**src/rtl/imem_dmem_port_arbiter_if.sv**
```systemverilog
// rtl/imem_dmem_port_arbiter_if.sv - fetch, load/store and memory-macro signals of the port arbiter
// Optional err lines exist only when ARB_MISALIGN_CHECK_EN is defined.
interface imem_dmem_port_arbiter_if #(
  parameter int ADDR_W = 32,
  parameter int DATA_W = 32
) ();
  logic                  if_req;
  logic [ADDR_W-1:0]     if_addr;
  logic                  if_ready;
  logic [DATA_W-1:0]     if_rdata;
  logic                  d_req;
  logic                  d_we;
  logic [ADDR_W-1:0]     d_addr;
  logic [DATA_W-1:0]     d_wdata;
  logic [DATA_W/8-1:0]   d_wstrb;
  logic                  d_ready;
  logic [DATA_W-1:0]     d_rdata;
  logic                  mem_en;
  logic                  mem_we;
  logic [ADDR_W-1:0]     mem_addr;
  logic [DATA_W-1:0]     mem_wdata;
  logic [DATA_W/8-1:0]   mem_wstrb;
  logic [DATA_W-1:0]     mem_rdata;
  logic                  core_stall;
`ifdef ARB_MISALIGN_CHECK_EN
  logic                  if_err;
  logic                  d_err;

  modport master (
    output if_req, if_addr, d_req, d_we, d_addr, d_wdata, d_wstrb, mem_rdata,
    input  if_ready, if_rdata, d_ready, d_rdata, mem_en, mem_we, mem_addr,
           mem_wdata, mem_wstrb, core_stall, if_err, d_err
  );

  modport slave (
    input  if_req, if_addr, d_req, d_we, d_addr, d_wdata, d_wstrb, mem_rdata,
    output if_ready, if_rdata, d_ready, d_rdata, mem_en, mem_we, mem_addr,
           mem_wdata, mem_wstrb, core_stall, if_err, d_err
  );
`else
  modport master (
    output if_req, if_addr, d_req, d_we, d_addr, d_wdata, d_wstrb, mem_rdata,
    input  if_ready, if_rdata, d_ready, d_rdata, mem_en, mem_we, mem_addr,
           mem_wdata, mem_wstrb, core_stall
  );

  modport slave (
    input  if_req, if_addr, d_req, d_we, d_addr, d_wdata, d_wstrb, mem_rdata,
    output if_ready, if_rdata, d_ready, d_rdata, mem_en, mem_we, mem_addr,
           mem_wdata, mem_wstrb, core_stall
  );
`endif
endinterface

```
**src/rtl/imem_dmem_port_arbiter.sv**
```systemverilog
// rtl/imem_dmem_port_arbiter.sv - shares one sync-read memory port between fetch and load/store
// Optional misaligned-address rejection is enabled by defining ARB_MISALIGN_CHECK_EN.
module imem_dmem_port_arbiter #(
  parameter int ADDR_W          = 32,
  parameter int DATA_W          = 32,
  parameter int MAX_DATA_STREAK = 4
) (
  input  logic                   clk,
  input  logic                   reset,
  imem_dmem_port_arbiter_if.slave bus
);
  localparam logic [3:0] STREAK_MAX = 4'(MAX_DATA_STREAK);

  localparam logic [1:0] IDLE    = 2'd0;
  localparam logic [1:0] BUSY_IF = 2'd1;
  localparam logic [1:0] BUSY_D  = 2'd2;

  logic [1:0]        state_q, state_d;
  logic [3:0]        streak_q, streak_d;
  logic              d_we_q;
  logic [DATA_W-1:0] if_rdata_q, d_rdata_q;
  logic [DATA_W-1:0] if_rdata_o, d_rdata_o;
  logic              grant_if, grant_d, issue;
  logic [ADDR_W-1:0] grant_addr;
  logic              grant_bad, resp_ok;
  logic              in_idle, in_busy_if, in_busy_d;

  assign in_idle    = (state_q == IDLE);
  assign in_busy_if = (state_q == BUSY_IF);
  assign in_busy_d  = (state_q == BUSY_D);

  // Data wins unless fetch has been starved for MAX_DATA_STREAK data grants.
  assign grant_d  = in_idle & bus.d_req & (~bus.if_req | (streak_q != STREAK_MAX));
  assign grant_if = in_idle & bus.if_req & ~grant_d;

  assign grant_addr = grant_d ? bus.d_addr : bus.if_addr;

`ifdef ARB_MISALIGN_CHECK_EN
  logic bad_q;

  assign grant_bad  = (grant_d | grant_if) & (grant_addr[1:0] != 2'b00);
  assign resp_ok    = ~bad_q;
  assign bus.if_err = in_busy_if & bad_q;
  assign bus.d_err  = in_busy_d & bad_q;

  always_ff @(posedge clk or posedge reset) begin
    if (reset) begin
      bad_q <= 1'b0;
    end else if (in_idle) begin
      bad_q <= grant_bad;
    end
  end
`else
  assign grant_bad = 1'b0;
  assign resp_ok   = 1'b1;
`endif

  // Reset gates the strobes combinationally so it takes hold before the next edge.
  assign issue         = (grant_d | grant_if) & ~grant_bad & ~reset;
  assign bus.mem_en    = issue;
  assign bus.mem_we    = issue & grant_d & bus.d_we;
  assign bus.mem_wstrb = bus.mem_we ? bus.d_wstrb : '0;
  assign bus.mem_addr  = grant_addr;
  assign bus.mem_wdata = bus.d_wdata;

  assign bus.if_ready = in_busy_if;
  assign bus.d_ready  = in_busy_d;

  assign if_rdata_o   = (in_busy_if & resp_ok) ? bus.mem_rdata : if_rdata_q;
  assign d_rdata_o    = (in_busy_d & resp_ok & ~d_we_q) ? bus.mem_rdata : d_rdata_q;
  assign bus.if_rdata = if_rdata_o;
  assign bus.d_rdata  = d_rdata_o;

  assign bus.core_stall = (bus.if_req & ~bus.if_ready) | (bus.d_req & ~bus.d_ready);

  always_comb begin
    state_d = state_q;
    case (state_q)
      IDLE: begin
        if (grant_d) begin
          state_d = BUSY_D;
        end else if (grant_if) begin
          state_d = BUSY_IF;
        end
      end
      BUSY_IF: state_d = IDLE;
      BUSY_D:  state_d = IDLE;
      default: state_d = IDLE;
    endcase
  end

  always_comb begin
    streak_d = streak_q;
    if (grant_if) begin
      streak_d = '0;
    end else if (grant_d) begin
      if (!bus.if_req) begin
        streak_d = '0;
      end else if (streak_q != STREAK_MAX) begin
        streak_d = streak_q + 4'd1;
      end
    end
  end

  always_ff @(posedge clk or posedge reset) begin
    if (reset) begin
      state_q    <= IDLE;
      streak_q   <= '0;
      d_we_q     <= 1'b0;
      if_rdata_q <= '0;
      d_rdata_q  <= '0;
    end else begin
      state_q    <= state_d;
      streak_q   <= streak_d;
      if_rdata_q <= if_rdata_o;
      d_rdata_q  <= d_rdata_o;
      if (grant_d) begin
        d_we_q <= bus.d_we;
      end
    end
  end
endmodule

```
**src/flat_wrapper.sv**
```systemverilog
// flat-port wrapper written by rule: the top's interface ports become plain ports
module imem_dmem_port_arbiter_flat 
#(
  parameter int ADDR_W          = 32,
  parameter int DATA_W          = 32,
  parameter int MAX_DATA_STREAK = 4
)
  (clk, reset, bus_if_req, bus_if_addr, bus_d_req, bus_d_we, bus_d_addr, bus_d_wdata, bus_d_wstrb, bus_mem_rdata, bus_if_ready, bus_if_rdata, bus_d_ready, bus_d_rdata, bus_mem_en, bus_mem_we, bus_mem_addr, bus_mem_wdata, bus_mem_wstrb, bus_core_stall);
  imem_dmem_port_arbiter_if #(.ADDR_W(ADDR_W), .DATA_W(DATA_W)) bus_i ();
  input  logic clk;
  input  logic reset;
  input wire logic [$bits(bus_i.if_req)-1:0] bus_if_req;
  input wire logic [$bits(bus_i.if_addr)-1:0] bus_if_addr;
  input wire logic [$bits(bus_i.d_req)-1:0] bus_d_req;
  input wire logic [$bits(bus_i.d_we)-1:0] bus_d_we;
  input wire logic [$bits(bus_i.d_addr)-1:0] bus_d_addr;
  input wire logic [$bits(bus_i.d_wdata)-1:0] bus_d_wdata;
  input wire logic [$bits(bus_i.d_wstrb)-1:0] bus_d_wstrb;
  input wire logic [$bits(bus_i.mem_rdata)-1:0] bus_mem_rdata;
  output wire logic [$bits(bus_i.if_ready)-1:0] bus_if_ready;
  output wire logic [$bits(bus_i.if_rdata)-1:0] bus_if_rdata;
  output wire logic [$bits(bus_i.d_ready)-1:0] bus_d_ready;
  output wire logic [$bits(bus_i.d_rdata)-1:0] bus_d_rdata;
  output wire logic [$bits(bus_i.mem_en)-1:0] bus_mem_en;
  output wire logic [$bits(bus_i.mem_we)-1:0] bus_mem_we;
  output wire logic [$bits(bus_i.mem_addr)-1:0] bus_mem_addr;
  output wire logic [$bits(bus_i.mem_wdata)-1:0] bus_mem_wdata;
  output wire logic [$bits(bus_i.mem_wstrb)-1:0] bus_mem_wstrb;
  output wire logic [$bits(bus_i.core_stall)-1:0] bus_core_stall;
  assign bus_i.if_req = bus_if_req;
  assign bus_i.if_addr = bus_if_addr;
  assign bus_i.d_req = bus_d_req;
  assign bus_i.d_we = bus_d_we;
  assign bus_i.d_addr = bus_d_addr;
  assign bus_i.d_wdata = bus_d_wdata;
  assign bus_i.d_wstrb = bus_d_wstrb;
  assign bus_i.mem_rdata = bus_mem_rdata;
  assign bus_if_ready = bus_i.if_ready;
  assign bus_if_rdata = bus_i.if_rdata;
  assign bus_d_ready = bus_i.d_ready;
  assign bus_d_rdata = bus_i.d_rdata;
  assign bus_mem_en = bus_i.mem_en;
  assign bus_mem_we = bus_i.mem_we;
  assign bus_mem_addr = bus_i.mem_addr;
  assign bus_mem_wdata = bus_i.mem_wdata;
  assign bus_mem_wstrb = bus_i.mem_wstrb;
  assign bus_core_stall = bus_i.core_stall;
  imem_dmem_port_arbiter #(.ADDR_W(ADDR_W), .DATA_W(DATA_W), .MAX_DATA_STREAK(MAX_DATA_STREAK)) u_core (.clk(clk), .reset(reset), .bus(bus_i));
endmodule
```
**config.mk**
```make
export PLATFORM = sky130hd
export DESIGN_NAME = imem_dmem_port_arbiter_flat
export DESIGN_NICKNAME = d
export VERILOG_FILES = /design/src/rtl/imem_dmem_port_arbiter_if.sv /design/src/rtl/imem_dmem_port_arbiter.sv /design/src/flat_wrapper.sv
export SDC_FILE = /design/constraint.sdc
export NUM_CORES = 1
export LEC_CHECK = 0
export ABC_AREA = 0
export BUFFER_PORTS_ARGS = -buffer_cell sky130_fd_sc_hd__buf_4
export CORE_AREA = 2 2 106 108
export CTS_CLUSTER_SIZE = 40
export DETAILED_ROUTE_END_ITERATION = 16
export DIE_AREA = 0 0 108 110
export GPL_TIMING_DRIVEN = 0
export HOLD_SLACK_MARGIN = 0.1
export PLACE_DENSITY = 0.7
export SYNTH_ARGS = -nofsm -noshare
export SYNTH_HDL_FRONTEND = slang
export SYNTH_SLANG_ARGS = --single-unit
```
**constraint.sdc**
```tcl
create_clock -name clk -period 8.3 [get_ports clk]
set_input_delay 1.66 -clock clk [delete_from_list [all_inputs] [get_ports clk]]
set_output_delay 1.66 -clock clk [all_outputs]
set_load 0.005 [all_outputs]
```
## Word level (Yosys, flattened, before mapping)

Index checks and enable logic that the tools add are counted.

- Register bits: 71
- Bits of input ports: 137
- Output and inout bits: 137
- Logic and storage cells: 44

- $add $sub $neg: 1
- Equal/unequal tests: 5
- Mux-type cells: 11
- Bitwise logic cells: 19
- Reduce and logical (&&, ||, !) cells: 3

Operator list:

| kind | number |
|---|---|
| $mux W32 | 3 |
| $mux W4 | 5 |
| $and A1 B1 Y1 | 10 |
| $mux W2 | 3 |
| $ne A3 B1 Y1 const B | 2 |
| $not A1 Y1 | 6 |
| $add A4 B1 Y4 const B | 1 |
| $ne A4 B3 Y1 const B | 1 |
| $or A1 B1 Y1 | 3 |
| $eq A2 B1 Y1 const B | 1 |
| $eq A2 B2 Y1 const B | 1 |
| $logic_not A2 Y1 | 1 |
| $reduce_and A2 Y1 | 1 |
| $reduce_bool A2 Y1 | 1 |

## Longest topological paths before layout

Gate-level depths: netlist of run 1.

- Depth after elaboration: 10
- Depth in mapped cells: 6
- Depth with buffers taken out: 6

## Worst setup path before layout of run 1

OpenSTA, ideal clock, no wires.

- Path type: input to output
- Start: input reset
- End: output bus_mem_wstrb[0]
- Data arrival time: 3.601 ns
- Required time: 6.640 ns
- Path slack: 3.039 ns
- Stages: 2
- Buffers on the path: 0
- Cells stage by stage: inv_1 -> and4_1

- Cells in the longest elaborated chain, start to end: 5

RTL lines:

| element | RTL line | RTL |
|---|---|---|
| start, declared | flat_wrapper.sv:11 | `input logic reset;` |
| $not A1 Y1 | imem_dmem_port_arbiter.sv:59 | `assign issue = (grant_d \| grant_if) & ~grant_bad & ~reset;` |
| $and A1 B1 Y1 | imem_dmem_port_arbiter.sv:59 |  |
| $and A1 B1 Y1 (2 in series) | imem_dmem_port_arbiter.sv:61 | `assign bus.mem_we = issue & grant_d & bus.d_we;` |
| $mux W4 | imem_dmem_port_arbiter.sv:62 | `assign bus.mem_wstrb = bus.mem_we ? bus.d_wstrb : '0;` |
| end, declared | flat_wrapper.sv:28 | `output wire logic [$bits(bus_i.mem_wstrb)-1:0] bus_mem_wstrb;` |

Every way passes these cells.

## Final worst setup path of run 1

- Start: input reset
- End: output bus_mem_wstrb[1]

Same word-level chain as after synthesis.

==> metrics.cfg, run 1 <==
[yosys]
synth_edf_count=0
synth_cell_types=29
async_flop_share_pct=100
synth.most_common_cell=dfrtp_1
synthTopCellsByCount=dfrtp_1, mux2_2, mux2_4
synth_area_leaders=dfrtp_1, mux2_2, mux2_4, buf_4, buf_12
ys.warnings.count=0
ys_seq_elements=71
synth_cells=247
syn_nets=386
ys_seq_area_share_pct=48.2
yosys.area.top_type=dfrtp_1
syn_area_per_cell_um2=14.9
synth.top_cell.area_share_pct=48.2
syn_area_mm2=0.00368
synth_top_flop_cell=dfrtp_1

[timing]
fmax_mhz=219
maxSlewHeadroom_pct=40.0
rsz0062_at_grt=false
finalMaxSlewViolations=0
final-hold-violation-count=0
worst_slack_ps=3730
setup_tns_ps=0
skew_ps=10.7
min_period_ps=4570
worst_pin_slew_ps=900
fin_crit_sh_pct=55.1
setup_viol=0

[layout]
regArea_mm2=0.00178
multi_input_area_mm2=0.00149
antenna_cells=0
area_growth_pct=59.9
layout.nets=638
drive_gt1_share_pct=80.0
nFillCells=898

[critical_path]
cp_cell_sequence=buf_4 > inv_4 > and4_1 > buf_4
critical_path.max_stage_delay_ps=630
critPathMaxFanout=76
crit_type=input pin to primary output
ff2ff_path_depth=6
cp_top_family=buffers and inverters
cpMaxStageDelayCell=inv_4
endpoint_kind=primary output
cp.required_ps=6640
cp-start-kind=input pin
reg2reg_to=u_core.streak_q[1]$_DFFE_PP0P_
reg2reg_slack_ps=6750
cp_num_buf_inv=3
crit_arrival_ps=2910
r2r-start=u_core.streak_q[0]$_DFFE_PP0P_
cp_common_cell=buf_4

[hold_path]
hp-start=u_core.if_rdata_q[23]$_DFF_PP0_
min-delay-path-class=register to register
hold_end=u_core.if_rdata_q[23]$_DFF_PP0_
hold_depth=1

[floorplanning]
start_util_pct=34.4
rows=38
die_w_um=108
die_area_mm2=0.0119
design.core.area_mm2=0.0107
io_pins=274
die_h_um=110

[clocking]
postCtsHoldBufs=0
ctsResizeCount=0
root_buffer=clkbuf_8
cts_buffers=9
cts_buffer_depth=2
clk_latency_ps=360
cts.sinks=71
postCtsSetupBuffers=0
htreeDepth=3
cts.clk_slew.worst_paths_ps=70
cts_tree=yes

[route]
vias=2891
drt_first_iter_violations=107
wl_per_cell_um=17.3
ant_nets=0
dr.pass1.iters=6
vias_per_cell=4.49
drc=0
wl_um=11100

[grt]
grt-ovfl-total=0
grt.total_usage_pct=17.7
antenna_found_initial=0
grt_pass1_vias=2922
grt_max_degree=77
grt_pass1_wl_um=15700

[run]
max-cap-violations=0

[placed_design]
port_buffers=241
place_congestion=0.815
dp_slack_ps=3660
hpwlAfterDp_um=8970

[power]
powerDensity_mw_per_mm2=236
p_leak_nw=2.98
vdd_drop_max_mv=0.113

[run_status]
outcome=completed

==> where the power goes <==
part / total (mW) / leakage (nW) / switching (mW) / internal (mW)
Sequential: 0.509 / 0.847 / 0.0391 / 0.469
Clock: 0.292 / 0.113 / 0.129 / 0.164
Combinational: 0.588 / 2.02 / 0.208 / 0.380
==> state kept, by name, summed over array words and instances, names as in the netlist <==
signal / flops
u_core.state_q: 2
u_core.d_we_q: 1
u_core.streak_q: 4
u_core.if_rdata_q: 32
u_core.d_rdata_q: 32
==> how the worst max path moves through the flow <==
| stage | cells past startpoint | slack, ps | start | endpoint |
|---|---|---|---|---|
| 2_1_floorplan | 2 | 3040 | reset | bus_mem_wstrb[0] |
| 3_3_place_gp | 4 | 2150 | reset | bus_mem_wstrb[1] |
| 3_5_place_dp | 4 | 3660 | reset | bus_mem_wstrb[1] |
| 4_1_cts | 4 | 3660 | reset | bus_mem_wstrb[1] |
| 5_1_grt | 4 | 3570 | reset | bus_mem_wstrb[1] |
| 6_report | 4 | 3730 | reset | bus_mem_wstrb[1] |
==> routing by layer <==
layer | up-vias | global-route usage [%] | part of all wire, %
met5 | - | 0 | 0
met1 | 1396 | 17.6 | 34
li1 | 1340 | - | -
met4 | 0 | 6.68 | 2.2
met2 | 142 | 34.7 | 57
met3 | 13 | 5.11 | 7.7
==> per-stage QoR <==
step                      std cells  hold slack [ps]  util [%]  power, mW  area (µm²)
after floorplan                 247              477         -      0.784        3680
after detailed placement        628              480      53.0       1.11        5670
after global placement          628              476      53.0       1.10        5670
after CTS                       644              499      55.0       1.41        5890
after global routing            644              501      55.0       1.47        5890
final                           644              496      55.0       1.39        5890
==> logic make-up (layout without fill, tap and decap cells) <==
logic type                 after synthesis  after routing  share of synthesized area (%)
adders and majority gates                2              2                          0.679
buffers and inverters                   49            306                           11.4
DFF                                     71             71                           48.2
AOI/OAI and AO/OA                        9              9                           1.66
and+or+nand+nor                         18             18                           4.48
muxes                                   98             98                           33.5
==> layout make-up <==
cell class | count | share of cell area [%]
clock inverters | 4 | 0.892
inverters | 7 | 0.489
flip-flops and latches | 71 | 30.2
repair buffers | 241 | 30.7
plain buffers | 42 | 6.71
multi-input cells | 127 | 25.2
well taps | 140 | 2.97
clock buffers | 12 | 2.80
==> cell usage in the layout (no fill, tap or decap), types with 2 or more instances in the layout <==
cell type,n
ha_1,2
inv_1,6
o2bb2ai_1,2
a21oi_1,4
mux2_4,35
buf_8,2
clkinv_4,2
buf_4,273
buf_6,4
and4_1,4
nand3_1,2
mux2_2,62
buf_12,4
dfrtp_1,71
clkbuf_8,12
(Power assumes the default switching activity.)
==> run 2, diff against run 1 <==
Settings changed: CORE_AREA 2 2 106 108 to 2 2 107 109, DIE_AREA 0 0 108 110 to 0 0 109 111, PLACE_DENSITY 0.7 to 0.69.
Clock period 8.3 ns to 4.5 ns, I/O delays scaled along.
==> run 2 against run 1 <==
Total power rose by 94%. Sequential power rose by 84%. Hold slack got worse by 6.0 ps. Sequential share of layout area fell by 0.34 points. Routed wire length fell by 2.4%. Flip-flop and latch count did not move. Worst setup slack got worse by 2200 ps. First-iteration DRC count fell by 34%. Clock-buffer cell count rose by 1. Final area rose by 1.1%. Critical path type unchanged.
==> metrics.cfg, run 2 (synthesized netlist as in run 1, its figures left out) <==
[critical_path]
ff2ff_path_depth=6  ; unchanged
crit_arrival_ps=2090  ; was 2910 ps
crit_type=input pin to primary output  ; unchanged
critPathMaxFanout=76  ; unchanged
reg2reg_slack_ps=2970  ; was 6750 ps
reg2reg_to=u_core.streak_q[1]$_DFFE_PP0P_  ; unchanged
endpoint_kind=primary output  ; unchanged
cp.required_ps=3600  ; was 6640 ps
r2r-start=u_core.streak_q[0]$_DFFE_PP0P_  ; unchanged
cp-start-kind=input pin  ; unchanged

[floorplanning]
start_util_pct=33.3  ; was 34.4%
io_pins=274  ; unchanged
die_h_um=111  ; was 110 µm
die_area_mm2=0.0121  ; was 0.0119 mm²
rows=39  ; was 38
die_w_um=109  ; was 108 µm
design.core.area_mm2=0.0111  ; was 0.0107 mm²

[timing]
fin_crit_sh_pct=66.4
fmax_mhz=335
final-hold-violation-count=0  ; unchanged
worst_pin_slew_ps=897  ; was 900 ps
setup_viol=0  ; unchanged
min_period_ps=2990
skew_ps=4.23  ; was 10.7 ps
worst_slack_ps=1510  ; was 3730 ps
finalMaxSlewViolations=0  ; unchanged
whs_ps=490  ; was 496 ps
maxSlewHeadroom_pct=40.2  ; was 40.0%
rsz0062_at_grt=false  ; unchanged

[clocking]
ctsResizeCount=0  ; unchanged
root_buffer=clkbuf_16  ; was clkbuf_8
cts_tree=yes  ; unchanged
cts_buffer_depth=2  ; unchanged
htreeDepth=3  ; unchanged
clk_latency_ps=320  ; was 360 ps
cts_buffers=9  ; unchanged
cts.sinks=71  ; unchanged
cts.clk_slew.worst_paths_ps=50  ; was 70 ps
postCtsHoldBufs=0  ; unchanged
postCtsSetupBuffers=0  ; unchanged

[placed_design]
dp.cells=631  ; was 628
place_congestion=0.792  ; was 0.815
dp_slack_ps=1450  ; was 3660 ps
port_buffers=241  ; unchanged
hpwlAfterDp_um=8730  ; was 8970 µm

[layout]
regArea_mm2=0.00178  ; unchanged
layout_commonest_cell=buf_4  ; unchanged
multi_input_area_mm2=0.00149  ; unchanged
utilization_pct=53.8  ; was 55.0%
biggestRegsByFlops=u_core.d_rdata_q: 32 flops, u_core.if_rdata_q: 32 flops, u_core.streak_q: 4 flops  ; unchanged
layout.nets=638  ; unchanged
drive_gt1_share_pct=79.3  ; was 80.0%
mostFrequentLayoutCells=buf_4, dfrtp_1, mux2_2  ; unchanged
nFillCells=948  ; was 898
stdcell_count=645  ; was 644
area_growth_pct=61.7  ; was 59.9%
antenna_cells=0  ; unchanged

[grt]
met1_usage_pct=18.7  ; was 17.6%
grt_pass1_vias=3049  ; was 2922
grt_pass1_wl_um=16300  ; was 15700 µm
grt.total_usage_pct=17.9  ; was 17.7%
grtUsageMet3_pct=4.88  ; was 5.11%
grt_busiest_layer=met2  ; unchanged
grt-ovfl-total=0  ; unchanged
grtUsageMet2_pct=32.4  ; was 34.7%
grt_max_degree=77  ; unchanged
antenna_found_initial=0  ; unchanged

[run]
max-cap-violations=0  ; unchanged

[power]
vdd_drop_max_mv=0.236  ; was 0.113 mV
powerDensity_mw_per_mm2=454  ; was 236 mW/mm²
power_mw=2.70  ; was 1.39 mW
p_leak_nw=3.00  ; was 2.98 nW

[hold_path]
hold_depth=1  ; unchanged
hp-start=u_core.if_rdata_q[22]$_DFF_PP0_  ; was u_core.if_rdata_q[23]$_DFF_PP0_
min-delay-path-class=register to register  ; unchanged
hold_end=u_core.if_rdata_q[22]$_DFF_PP0_  ; was u_core.if_rdata_q[23]$_DFF_PP0_

[route]
vias_per_cell=4.46  ; was 4.49
dr.pass1.iters=4  ; was 6
vias=2879  ; was 2891
ant_nets=0  ; unchanged
drc=0  ; unchanged
drt_first_iter_violations=71  ; was 107
wl_per_cell_um=16.8  ; was 17.3 µm
wl_um=10800  ; was 11100 µm

[run_status]
outcome=completed  ; unchanged

run 2: cell types whose count changed in the layout (fill, tap and decap cells not counted), sizes merged:
cell | before | now
clkinv | 3 | 0
clkbuf | 12 | 13
run 2: worst max-delay path by stage:
stage | from | endpoint | slack, ps
finish | reset | bus_mem_wstrb[0] | 1510
global route | reset | bus_mem_wstrb[0] | 1300
CTS | reset | bus_mem_wstrb[3] | 1450
detailed placement | reset | bus_mem_wstrb[3] | 1450
global placement | reset | bus_mem_wstrb[1] | -40
floorplan | reset | bus_mem_wstrb[0] | 760
run 2: routing by layer:
layer  wire length, µm  vias to the layer above
li1                  -                     1339
met4               351                        0
met1              3790                     1382
met5                 0                        -
met3               817                       17
met2              5880                      141
run 2: cell type report:
class                      instances  share of cell area [%]
timing repair buffer             241                    30.4
sequential                        71                    29.8
multi-input combinational        127                    24.9
buffer                            42                    6.64
clock buffer                      13                    4.20
tap                              143                    3.00
clock inverter                     1                   0.504
inverter                           7                   0.483
run 2: power breakdown:
| group | leakage [nW] | internal (mW) | switching [mW] |
|---|---|---|---|
| logic | 2.02 | 0.701 | 0.386 |
| registers | 0.847 | 0.867 | 0.0691 |
| clock network | 0.136 | 0.438 | 0.238 |
run 2: through the flow:
| step | instance area [µm²] | TNS, ps |
|---|---|---|
| 3_5_place_dp | 5670 | 0 |
| 6_report | 5950 | 0 |
| 4_1_cts | 5950 | 0 |
| 3_3_place_gp | 5670 | -146 |
| 5_1_grt | 5950 | 0 |
| 2_1_floorplan | 3680 | 0 |
run 2: worst max-delay path: stages:
cell	delay (ps)
buf_4	120
inv_4	630
and4_1	310
buf_4	110
==> run 3, diff against run 2 <==
Settings changed: ABC_AREA 0 to 1, CORE_AREA 2 2 107 109 to 2 2 106 108, DIE_AREA 0 0 109 111 to 0 0 108 110, PLACE_DENSITY 0.69 to 0.73.
Clock period 4.5 ns to 2.5 ns, I/O delays scaled along.
==> run 3 against run 2 <==
Register-to-register slack worse by 1900 ps. Utilization up 1.3 points. First-iteration DRC count up 55%. Clock power up 45%. Synthesized cell count up 78%. Hold slack worse by 300 ps. Global-route usage up 2.4 points. Critical endpoint is now bus_mem_addr[10]. Largest power group unchanged.
==> metrics.cfg, run 3 <==
[yosys]
synth_cell_types=22  ; was 29
synth.top_cell.area_share_pct=48.5  ; was 48.2%
synth_top_flop_cell=dfrtp_1  ; unchanged
async_flop_share_pct=100  ; unchanged
synthTopCellsByCount=nand2_1, dfrtp_1, inv_1  ; was dfrtp_1, mux2_2, mux2_4
syn_area_per_cell_um2=8.33  ; was 14.9 µm²
ys.warnings.count=0  ; unchanged
synth.most_common_cell=nand2_1  ; was dfrtp_1
yosys.area.top_type=dfrtp_1  ; unchanged
ys_seq_elements=71  ; unchanged
synth_edf_count=0  ; unchanged
synth_cells=440  ; was 247
syn_nets=579  ; was 386
syn_area_mm2=0.00366  ; was 0.00368 mm²
synth_area_leaders=dfrtp_1, nand2_1, buf_4, o21ai_2, inv_1  ; was dfrtp_1, mux2_2, mux2_4, buf_4, buf_12
ys_seq_area_share_pct=48.5  ; was 48.2%

[floorplanning]
design.core.area_mm2=0.0107  ; was 0.0111 mm²
die_w_um=108  ; was 109 µm
die_h_um=110  ; was 111 µm
rows=38  ; was 39
start_util_pct=34.2  ; was 33.3%
io_pins=274  ; unchanged
die_area_mm2=0.0119  ; was 0.0121 mm²

[timing]
setup_viol=0  ; unchanged
fmax_mhz=430
worst_pin_slew_ps=818  ; was 897 ps
rsz0062_at_grt=false  ; unchanged
skew_ps=5.38  ; was 4.23 ps
setup_tns_ps=0  ; unchanged
fin_crit_sh_pct=92.9
worst_slack_ps=177  ; was 1510 ps
final-hold-violation-count=0  ; unchanged
min_period_ps=2320
finalMaxSlewViolations=0  ; unchanged
maxSlewHeadroom_pct=45.2  ; was 40.2%

[placed_design]
dp.cells=821  ; was 631
hpwlAfterDp_um=9690  ; was 8730 µm
placed_cell_area_mm2=0.00566  ; was 0.00567 mm²
dp_slack_ps=-122  ; was 1450 ps
place_congestion=0.789  ; was 0.792
port_buffers=240  ; was 241

[clocking]
cts_buffer_depth=2  ; unchanged
clk_latency_ps=340  ; was 320 ps
postCtsSetupBuffers=0  ; unchanged
ctsResizeCount=0  ; unchanged
cts.clk_slew.worst_paths_ps=80  ; was 50 ps
cts_buffers=9  ; unchanged
root_buffer=clkbuf_8  ; was clkbuf_16
postCtsHoldBufs=0  ; unchanged
cts_tree=yes  ; unchanged
cts.sinks=71  ; unchanged
htreeDepth=3  ; unchanged

[route]
drt_first_iter_violations=110  ; was 71
dr.pass1.iters=4  ; unchanged
wl_per_cell_um=14.5  ; was 16.8 µm
vias_per_cell=4.44  ; was 4.46
wl_um=12100  ; was 10800 µm
drc=0  ; unchanged
ant_nets=0  ; unchanged
vias=3721  ; was 2879

[layout]
final_area_mm2=0.00589  ; was 0.00595 mm²
drive_gt1_share_pct=49.4  ; was 79.3%
layout_commonest_cell=buf_4  ; unchanged
regArea_mm2=0.00178  ; unchanged
stdcell_count=838  ; was 645
biggestRegsByFlops=u_core.d_rdata_q: 32 flops, u_core.if_rdata_q: 32 flops, u_core.streak_q: 4 flops  ; unchanged
nFillCells=1021  ; was 948
layout.nets=832  ; was 638
mostFrequentLayoutCells=buf_4, nand2_1, dfrtp_1  ; was buf_4, dfrtp_1, mux2_2
multi_input_area_mm2=0.00127  ; was 0.00149 mm²
antenna_cells=0  ; unchanged
area_growth_pct=60.7  ; was 61.7%

[critical_path]
reg2reg_slack_ps=1110  ; was 2970 ps
crit_type=register to primary output  ; was input pin to primary output
reg2reg_to=u_core.streak_q[2]$_DFFE_PP0P_  ; was u_core.streak_q[1]$_DFFE_PP0P_
ff2ff_path_depth=8  ; was 6
endpoint_kind=primary output  ; unchanged
cp.required_ps=2000  ; was 3600 ps
r2r-start=u_core.streak_q[0]$_DFFE_PP0P_  ; unchanged
cp-start-kind=register  ; was input pin
critPathMaxFanout=10  ; was 76
crit_end=bus_mem_addr[10]  ; was bus_mem_wstrb[0]
crit_arrival_ps=1820  ; was 2090 ps
crit_start=u_core.streak_q[0]$_DFFE_PP0P_  ; was reset

[grt]
grt_pass1_vias=3749  ; was 3049
grt-ovfl-total=0  ; unchanged
grt_max_degree=40  ; was 77
grt.total_usage_pct=20.3  ; was 17.9%
antenna_found_initial=0  ; unchanged
grt_pass1_wl_um=18500  ; was 16300 µm

[power]
power_mw=4.85  ; was 2.70 mW
powerDensity_mw_per_mm2=824  ; was 454 mW/mm²
vdd_drop_max_mv=0.360  ; was 0.236 mV
p_leak_nw=3.36  ; was 3.00 nW

[hold_path]
min-delay-path-class=input pin to async pin  ; was register to register

[run]
max-cap-violations=0  ; unchanged

[run_status]
outcome=completed  ; unchanged

==> run 3: cells by family (layout without fill, tap and decap cells) <==
kind of cell    Yosys count  in the layout  share of synthesized area, %
fa+ha+maj                 2              2                         0.683
compound gates           67             67                          11.6
buf+inv                 102            360                          16.8
simple gates            197            197                          22.2
xor+xnor                  1              1                         0.239
flops                    71             71                          48.5
==> run 3: metrics by stage <==
step                utilization [%]  hold WS (ps)
floorplan                         -           456
global placement               52.8           453
detailed placement             52.9           460
CTS                            55.0           194
global route                   55.0           200
finish                         55.0           195
==> run 3: per-layer routing <==
layer | part of all wire (%) | GRT usage [%]
met5 | 0 | 0
met4 | 1.9 | 6.78
met3 | 6.8 | 4.82
met2 | 54 | 38.5
met1 | 37 | 22.1
==> run 3: worst min path at each step <==
| stage | start | endpoint | slack [ps] | cells past startpoint |
|---|---|---|---|---|
| floorplan | u_core.if_rdata_q[0]$_DFF_PP0_ | u_core.if_rdata_q[0]$_DFF_PP0_ | 460 | 2 |
| global placement | u_core.if_rdata_q[9]$_DFF_PP0_ | u_core.if_rdata_q[9]$_DFF_PP0_ | 450 | 2 |
| detailed placement | u_core.if_rdata_q[16]$_DFF_PP0_ | u_core.if_rdata_q[16]$_DFF_PP0_ | 460 | 2 |
| CTS | reset | u_core.if_rdata_q[20]$_DFF_PP0_ | 190 | 2 |
| global route | reset | u_core.if_rdata_q[12]$_DFF_PP0_ | 200 | 2 |
| finish | reset | u_core.if_rdata_q[20]$_DFF_PP0_ | 200 | 2 |
==> run 3: area by class of cell <==
cell class | instances | area share (%)
Clock inverter | 4 | 0.872
Tap cell | 140 | 2.98
Timing Repair Buffer | 241 | 31.0
Buffer | 53 | 7.31
Multi-Input combinational cell | 267 | 21.6
Clock buffer | 12 | 2.81
Inverter | 49 | 3.23
Sequential cell | 71 | 30.2
Timing Repair inverter | 1 | 0.0850
==> run 3: worst max-delay path: stages, from the launching register on <==
cell,delay [ps]
dfrtp_1,420
inv_1,80
ha_1,190
nand2_1,130
nor2_4,70
nor2_8,130
inv_4,70
buf_6,140
nand2_1,50
nand2_1,60
buf_4,140
==> run 3: power by group <==
part	total (mW)	switching (mW)	internal (mW)
clock network	0.983	0.439	0.545
registers	1.74	0.137	1.60
logic	2.13	0.997	1.13
